$ cat src/rtl/score_keeper.sv
// score_keeper: game-score engine feeding the seven-segment stage.
// Counts run distance in packed BCD at a fixed tick rate during play.
// Freezes the score on crash and keeps the session high score.
// Emits a 100-point milestone pulse and a saturating 2-bit speed level.
module score_keeper #(
    parameter int unsigned TICK_DIV  = 10_000_000,
    parameter int unsigned LEVEL_MAX = 3
) (
    input  logic        clk,
    input  logic        reset,
    input  logic        run,
    input  logic        crash,
    input  logic        restart,
    output logic [15:0] score,
    output logic [15:0] hi_score,
    output logic        milestone,
    output logic [1:0]  level,
    output logic        game_over
);

    localparam int unsigned        PRE_W     = (TICK_DIV > 1) ? $clog2(TICK_DIV) : 1;
    localparam logic [PRE_W-1:0]   PRE_LAST  = PRE_W'(TICK_DIV - 1);
    localparam logic [1:0]         LEVEL_TOP = 2'(LEVEL_MAX);
    localparam logic [15:0]        SCORE_TOP = 16'h9999;

    typedef enum logic [1:0] {
        IDLE = 2'd0,
        RUN  = 2'd1,
        OVER = 2'd2
    } state_t;

    state_t           state, state_nxt;
    logic [PRE_W-1:0] prescaler, prescaler_nxt;
    logic [15:0]      score_nxt;
    logic [15:0]      hi_score_nxt;
    logic [15:0]      score_inc;
    logic [1:0]       level_nxt;
    logic             milestone_nxt;
    logic             tick;

    // Packed-BCD +1: each nibble wraps 9->0 and carries into the next one,
    // so every digit stays in 0..9 without a binary intermediate.
    function automatic logic [15:0] bcd_inc(input logic [15:0] value);
        logic [15:0] result;
        logic        carry;
        result = value;
        carry  = 1'b1;
        for (int d = 0; d < 4; d++) begin
            if (carry) begin
                if (result[4*d +: 4] == 4'd9) begin
                    result[4*d +: 4] = 4'd0;
                end else begin
                    result[4*d +: 4] = result[4*d +: 4] + 4'd1;
                    carry            = 1'b0;
                end
            end
        end
        return result;
    endfunction

    assign score_inc = bcd_inc(score);
    assign tick      = (prescaler == PRE_LAST);

    // Next-state and next-output logic; restart beats crash beats tick.
    always_comb begin
        // NOTE: every signal gets a default before any branch, so no path
        // leaves one unassigned and no latch is inferred.
        state_nxt     = state;
        prescaler_nxt = prescaler;
        score_nxt     = score;
        hi_score_nxt  = hi_score;
        level_nxt     = level;
        milestone_nxt = 1'b0;

        if (restart) begin
            state_nxt     = IDLE;
            prescaler_nxt = '0;
            score_nxt     = '0;
            level_nxt     = '0;
        end else begin
            case (state)
                IDLE: begin
                    prescaler_nxt = '0;
                    score_nxt     = '0;
                    if (run) begin
                        state_nxt = RUN;
                    end
                end
                RUN: begin
                    if (crash) begin
                        // Crash wins over a coincident tick: compare the
                        // pre-tick score and freeze everything.
                        state_nxt = OVER;
                        if (score > hi_score) begin
                            hi_score_nxt = score;
                        end
                    end else if (run) begin
                        if (tick) begin
                            prescaler_nxt = '0;
                            if (score != SCORE_TOP) begin
                                score_nxt = score_inc;
                                if (score_inc[7:0] == 8'h00) begin
                                    milestone_nxt = 1'b1;
                                    if (level < LEVEL_TOP) begin
                                        level_nxt = level + 2'd1;
                                    end
                                end
                            end
                        end else begin
                            prescaler_nxt = prescaler + 1'b1;
                        end
                    end
                end
                OVER: begin
                    // Frozen until restart; run and crash have no effect.
                end
                default: begin
                    state_nxt = IDLE;
                end
            endcase
        end
    end

    // State and output registers; every output comes straight from a flop.
    always_ff @(posedge clk or posedge reset) begin
        if (reset) begin
            state     <= IDLE;
            prescaler <= '0;
            score     <= '0;
            hi_score  <= '0;
            level     <= '0;
            milestone <= 1'b0;
            game_over <= 1'b0;
        end else begin
            // NOTE: non-blocking assignments make every register update from
            // the same pre-edge values, independent of statement order.
            state     <= state_nxt;
            prescaler <= prescaler_nxt;
            score     <= score_nxt;
            hi_score  <= hi_score_nxt;
            level     <= level_nxt;
            milestone <= milestone_nxt;
            game_over <= (state_nxt == OVER);
        end
    end

endmodule

$ cat config.mk
export PLATFORM = sky130hd
export DESIGN_NAME = score_keeper
export DESIGN_NICKNAME = d
export VERILOG_FILES = /design/src/rtl/score_keeper.sv
export SDC_FILE = /design/constraint.sdc
export NUM_CORES = 1
export LEC_CHECK = 0
export CAP_MARGIN = 20
export CORE_ASPECT_RATIO = 1.4
export CORE_UTILIZATION = 50
export DETAILED_ROUTE_END_ITERATION = 16
export GPL_TIMING_DRIVEN = 0
export PLACE_DENSITY = 0.72
export REMOVE_ABC_BUFFERS = 1
export SETUP_SLACK_MARGIN = 0.4
export SLEW_MARGIN = 20
export SYNTH_ARGS = -nofsm -noshare
export SYNTH_HDL_FRONTEND = slang
export SYNTH_SLANG_ARGS = --single-unit
$ cat constraint.sdc
create_clock -name clk -period 5.27 [get_ports clk]
set_input_delay 0.7905 -clock clk [delete_from_list [all_inputs] [get_ports clk]]
set_output_delay 0.7905 -clock clk [all_outputs]
set_load 0.01 [all_outputs]
**Word-level counts from Yosys, hierarchy flattened**

Index checks and enable logic that the tools add are counted.

- Input port bits: 5
- Bits in registers: 62
- Output and inout port bits: 36
- Logic and storage cells: 91

- $lt $le $gt $ge: 2
- Multiplexer cells: 42
- Reductions and logical operators: 15
- $add $sub $neg: 6
- Bitwise gates (word level): 1
- Equality and inequality tests: 16

Operator list:

| cell | count |
|---|---|
| $mux W24 | 4 |
| $mux W16 | 5 |
| $pmux W24 S2 | 1 |
| $pmux W16 S2 | 1 |
| $mux W4 | 7 |
| $add A24 B1 Y24 const B | 1 |
| $eq A24 B24 Y1 const B | 1 |
| $mux W2 | 11 |
| $ne A3 B3 Y1 const B | 6 |
| $add A4 B1 Y4 const B | 4 |
| $eq A4 B4 Y1 const B | 4 |
| $gt A16 B16 Y1 | 1 |
| $ne A16 B16 Y1 const B | 1 |
| $mux W1 | 12 |
| $reduce_and A6 Y1 | 2 |
| $reduce_bool A2 Y1 | 6 |
| $logic_not A8 Y1 | 1 |
| $reduce_and A7 Y1 | 1 |
| $pmux W2 S3 | 1 |
| $reduce_and A5 Y1 | 1 |
| $eq A2 B2 Y1 const B | 2 |
| $reduce_and A4 Y1 | 1 |
| $reduce_and A3 Y1 | 1 |
| $reduce_bool A3 Y1 | 1 |
| other kinds (6) | 6 |

**Longest topological paths before layout**

- Depth after elaboration: 11
- Mapped depth: 9
- Gate-level depth less buffers: 8

**Worst setup path before layout**

No wires, ideal clock.

- Kind: register to register
- Start point: register score[7]
- End point: register hi_score[0]
- Period minus slack after synthesis: 2653 ps
- Buffers on the path: 1
- Cell stages (with the launch flop): 9
- Slack: 2617 ps
- Required time: 5145 ps
- Arrival time: 2529 ps
- Cell sequence: dfrtp_1 ha_1 a21oi_1 o21ai_0 o2111ai_1 a21oi_1 o221ai_1 clkbuf_1 mux2_2

- Longest elaborated chain between the ends: 2

RTL lines:

| item | line | source |
|---|---|---|
| from (decl) | 14 | `output logic [15:0] score,` |
| from (signal assigned) | 139 | `score <= score_nxt;` |
| $gt A16 B16 Y1 | 94 | `if (score > hi_score) begin` |
| $reduce_and A4 Y1 (no line) | -- |  |
| to (signal assigned) | 140 | `hi_score <= hi_score_nxt;` |
| to (decl) | 15 | `output logic [15:0] hi_score,` |

Every way passes these cells.
A chain may end at the register's enable or synchronous reset.

**Final worst setup path**

- Start point: input restart
- End point: register score[8]

- Longest elaborated chain between the ends: 2
- Elaborated cells on any way between the ends: 8
- Those cells by class: eq/ne: 5; mux: 1; reduce/logical: 2

RTL lines:

| item | line | source |
|---|---|---|
| from (decl) | 13 | `input logic restart,` |
| $ne A3 B3 Y1 (no line) or $reduce_bool A3 Y1 (tied branches) | -- |  |
| $reduce_and A6 Y1 (no line) | -- |  |

Several ways; a longest one is shown, not always the timed one.

==> results.txt <==
----------------------------------------------------
[Run status]
  Result of the run ... finished, final reports clean

[Global route]
  Via count of the first global-routing pass ... 2935
  Global-route wire length before repair ... 13370 um
  Pin count of the biggest net entering global routing ... 34
  Number of antenna violations at the first check in global routing ... 0
  Overall routing resource usage ... 23.23%
  Total congestion overflow after global routing ... 0

[Worst setup path]
  Critical path data required time ... 5510 ps
  Type of the setup path with the least slack ... input port to flip-flop
  WP data arrival ... 3110 ps
  Maximum fanout count along the critical path ... 13
  Start point of the critical path ... restart
  R2R Path Start ... score[8]
  Startpoint type of the worst setup path ... input port
  Endpoint class of the critical path ... flip-flop

[Routing]
  First-iteration detailed-routing DRC count ... 124
  Detailed-route wire length per cell ... 15.02 um
  Routed Antenna Nets ... 0
  Ratio of routed vias to standard cells ... 5.739
  Count of unresolved DRC violations after routing ... 0
  Detailed-router iteration count before antenna repair ... 4
  DR vias ... 3053
  Aggregate routed wire length ... 7991 um

[Synth]
  Count of synthesis-stage warnings from yosys ... 0
  Mean cell area of the mapped netlist ... 9.407 sq um
  Number of enable-type register cells in the synthesized netlist ... 0
  Cell count after synthesis ... 388
  Async set or reset register ratio after synthesis ... 100.0%
  Sequential-to-total area share from yosys stat ... 42.51%
  Flip-flop cell with the highest count after synthesis ... sky130_fd_sc_hd__dfrtp_1
  Area of the mapped netlist ... 0.003650 sq mm
  FF+latch count, synth ... 62
  Count of different cell masters after synthesis ... 57

[Floorplan]
  Initial core utilization ... 51.94%
  Ports ... 41
  Full die area ... 0.007650 sq mm
  Core outline area ... 0.007027 sq mm
  FP Rows ... 36
  Chip width ... 74.21 um
  Die Ht ... 103.1 um

[Placed design]
  Final HPWL from detailed placement ... 5855 um
  Global placer's final weighted congestion ... 0.7820
  Buffers added on ports ... 40
  Placed Instance Area ... 0.004182 sq mm

[Timing]
  Pins over their slew limit ... 0
  Post-Route Skew ... 7.470 ps
  Worst slew margin relative to its limit ... 49.92%
  Period Utilization, post-route ... 54.44%
  Hold Vio Cnt, Final ... 0
  Setup TNS ... 0 ps
  Worst Hold Slack ... 530.8 ps
  Post-layout min period ... 2869 ps
  Slew at the pin with the worst max-slew slack ... 743.3 ps
  Final count of negative-setup-slack endpoints ... 0
  Setup repair after global routing missed its margin ... no
  Maximum clock frequency ... 348.5 MHz

[Finish]
  Area of all placed cells without fillers ... 0.004359 sq mm
  Nets@finish ... 461
  Area added between synthesis and finish ... 19.44%
  Fraction of final layout cells with drive strength greater than 1 ... 10.07%
  ANT cells ... 0

[Power and ir drop]
  Share of total power consumed by net switching ... 26.69%
  Power density normalized to cell area ... 215.1 mW/mm^2
  IR Drop Worst-Case VDD ... 0.1395 mV
  Switching pwr ... 0.2503 mW
  Sequential fraction of design power ... 52.1%
  Static leakage power ... 1.903 nW
  Share of power burned in combinational logic ... 8.1%
  Int Pwr ... 0.6874 mW
  Share of power burned in the clock network ... 39.8%

[Job]
  Max-Cap Viols ... 0

[Clocking]
  Hold_buf cts ... 0
  Clock sink count ... 62
  Clk Tree Root Cell ... sky130_fd_sc_hd__clkbuf_8
  Number of buffers added by the clock tree synthesis step ... 9
  Clk pin slew, worst setup/hold paths ... 70 ps
  Max H-tree Level ... 3
  Maximum clock insertion buffer count ... 2
  Post-CTS Resized ... 0
  Clock tree from TritonCTS ... done
  Post-CTS setup repair buffer count ... 0
  Worst-Skew Late Latency ... 350 ps

[Min path]
  Hold crit path type ... flip-flop to flip-flop
  Hold path startpoint ... state[1]

----------------------------------------------------
placed cells by master (no fill, tap or decap), types with 10 or more instances in the layout:
cell	Yosys	final
sky130_fd_sc_hd__clkbuf_8	0	10
sky130_fd_sc_hd__nor2_1	33	31
sky130_fd_sc_hd__a21oi_1	18	18
sky130_fd_sc_hd__inv_1	28	27
sky130_fd_sc_hd__clkdlybuf4s50_1	0	40
sky130_fd_sc_hd__nand3_1	12	12
sky130_fd_sc_hd__ha_1	24	24
sky130_fd_sc_hd__xnor2_1	13	13
sky130_fd_sc_hd__mux2_2	13	13
sky130_fd_sc_hd__dfrtp_1	62	62
sky130_fd_sc_hd__o21ai_0	26	26
sky130_fd_sc_hd__nand2_1	42	42
flip-flops by register name, indices dropped and copies added, names as in the netlist:
register,count
game_over,1
hi_score,16
score,16
prescaler,24
level,2
state,2
milestone,1
per-layer routing:
metal	vias up	global-route usage [%]	part of all wire, %
met5	-	0	0
met4	0	11.69	3.1
met3	23	4.106	3.0
met2	76	41.40	53
met1	1473	26.21	41
li1	1481	-	-
critical path, stage by stage:
cell	delay, ps
sky130_fd_sc_hd__clkdlybuf4s50_1	580
sky130_fd_sc_hd__nor2_1	220
sky130_fd_sc_hd__nand2_1	300
sky130_fd_sc_hd__a21oi_1	580
sky130_fd_sc_hd__nor2_2	190
sky130_fd_sc_hd__nand2_1	110
sky130_fd_sc_hd__mux2_2	330
power by group through the flow:
stage               registers [mW]  logic, mW  clock network (mW)
floorplan                    0.497     0.0435                   0
global placement             0.497     0.0707                   0
detailed placement           0.497     0.0761                   0
CTS                          0.488     0.0767               0.385
global route                 0.489     0.0853               0.411
finish                       0.488     0.0758               0.374
cells by family after synthesis:
kind of cell	synth area share [%]
AO/OA/AOI/OAI	14.12
XOR/XNOR	4.079
adder cells (fa/ha/maj)	8.228
buffers and inverters	4.114
flip-flops	42.51
multiplexers	6.205
AND/OR/NAND/NOR	20.74
final cells by class:
cell class / instances / area (sq um)
clock buffers: 10 / 137.6
flip-flops and latches: 62 / 1551
fillers: 626 / 2668
inverters: 28 / 107.6
well taps: 95 / 118.9
clock inverters: 6 / 37.54
repair buffers: 43 / 446.7
multi-input cells: 288 / 1959
synth_stat cells, types with 2 or more instances:
cell	number	area, sq um
sky130_fd_sc_hd__ha_1	24	300.3
sky130_fd_sc_hd__o211ai_1	2	15.01
sky130_fd_sc_hd__nor2_1	33	123.9
sky130_fd_sc_hd__nand4_1	9	56.30
sky130_fd_sc_hd__nand3_1	12	60.06
sky130_fd_sc_hd__inv_1	28	105.1
sky130_fd_sc_hd__and3b_1	2	17.52
sky130_fd_sc_hd__or3_1	6	37.54
sky130_fd_sc_hd__nor2b_1	4	25.02
sky130_fd_sc_hd__o2111ai_1	3	26.28
sky130_fd_sc_hd__and4_1	2	17.52
sky130_fd_sc_hd__a21o_1	3	22.52
sky130_fd_sc_hd__nor3_1	9	45.04
sky130_fd_sc_hd__and3_1	7	43.79
sky130_fd_sc_hd__xnor2_1	13	113.9
sky130_fd_sc_hd__clkbuf_1	8	30.03
sky130_fd_sc_hd__mux2i_1	8	80.08
sky130_fd_sc_hd__o21ai_0	26	130.1
sky130_fd_sc_hd__mux2_2	13	146.4
sky130_fd_sc_hd__a211oi_1	2	15.01
sky130_fd_sc_hd__dfrtp_1	62	1551
sky130_fd_sc_hd__nand2_1	42	157.7
sky130_fd_sc_hd__nand2b_1	3	18.77
sky130_fd_sc_hd__xor2_1	4	35.03
sky130_fd_sc_hd__a21oi_1	18	90.09
sky130_fd_sc_hd__nor4_1	6	37.54
sky130_fd_sc_hd__o31ai_1	6	45.04
sky130_fd_sc_hd__nor4b_1	2	17.52
sky130_fd_sc_hd__o41ai_1	2	17.52
sky130_fd_sc_hd__and2_1	2	12.51
path summary, 6_finish.rpt:
| path | slack [ps] | depth (start not counted) | endpoint |
|---|---|---|---|
| max | 2400 | 7 | score[8] |
| min | 530 | 1 | state[0] |
| max reg2reg | 2400 | 7 | score[12] |
| min reg2reg | 530 | 1 | state[0] |
| max in group asynchronous | 3990 | 3 | prescaler[10] |
| min in group asynchronous | 780 | 2 | level[1] |
per-stage QoR:
| step | cells | util (%) | setup WS (ps) | total power, mW |
|---|---|---|---|---|
| 5_1_grt | 532 | 62.04 | 2216 | 0.9857 |
| 4_1_cts | 532 | 62.00 | 2385 | 0.9499 |
| 2_1_floorplan | 378 | - | 2419 | 0.5406 |
| 3_3_place_gp | 513 | 58.69 | 1247 | 0.5679 |
| 3_5_place_dp | 516 | 59.51 | 2043 | 0.5735 |
| 6_report | 532 | 62.04 | 2401 | 0.9377 |
(Power assumes the default switching activity.)
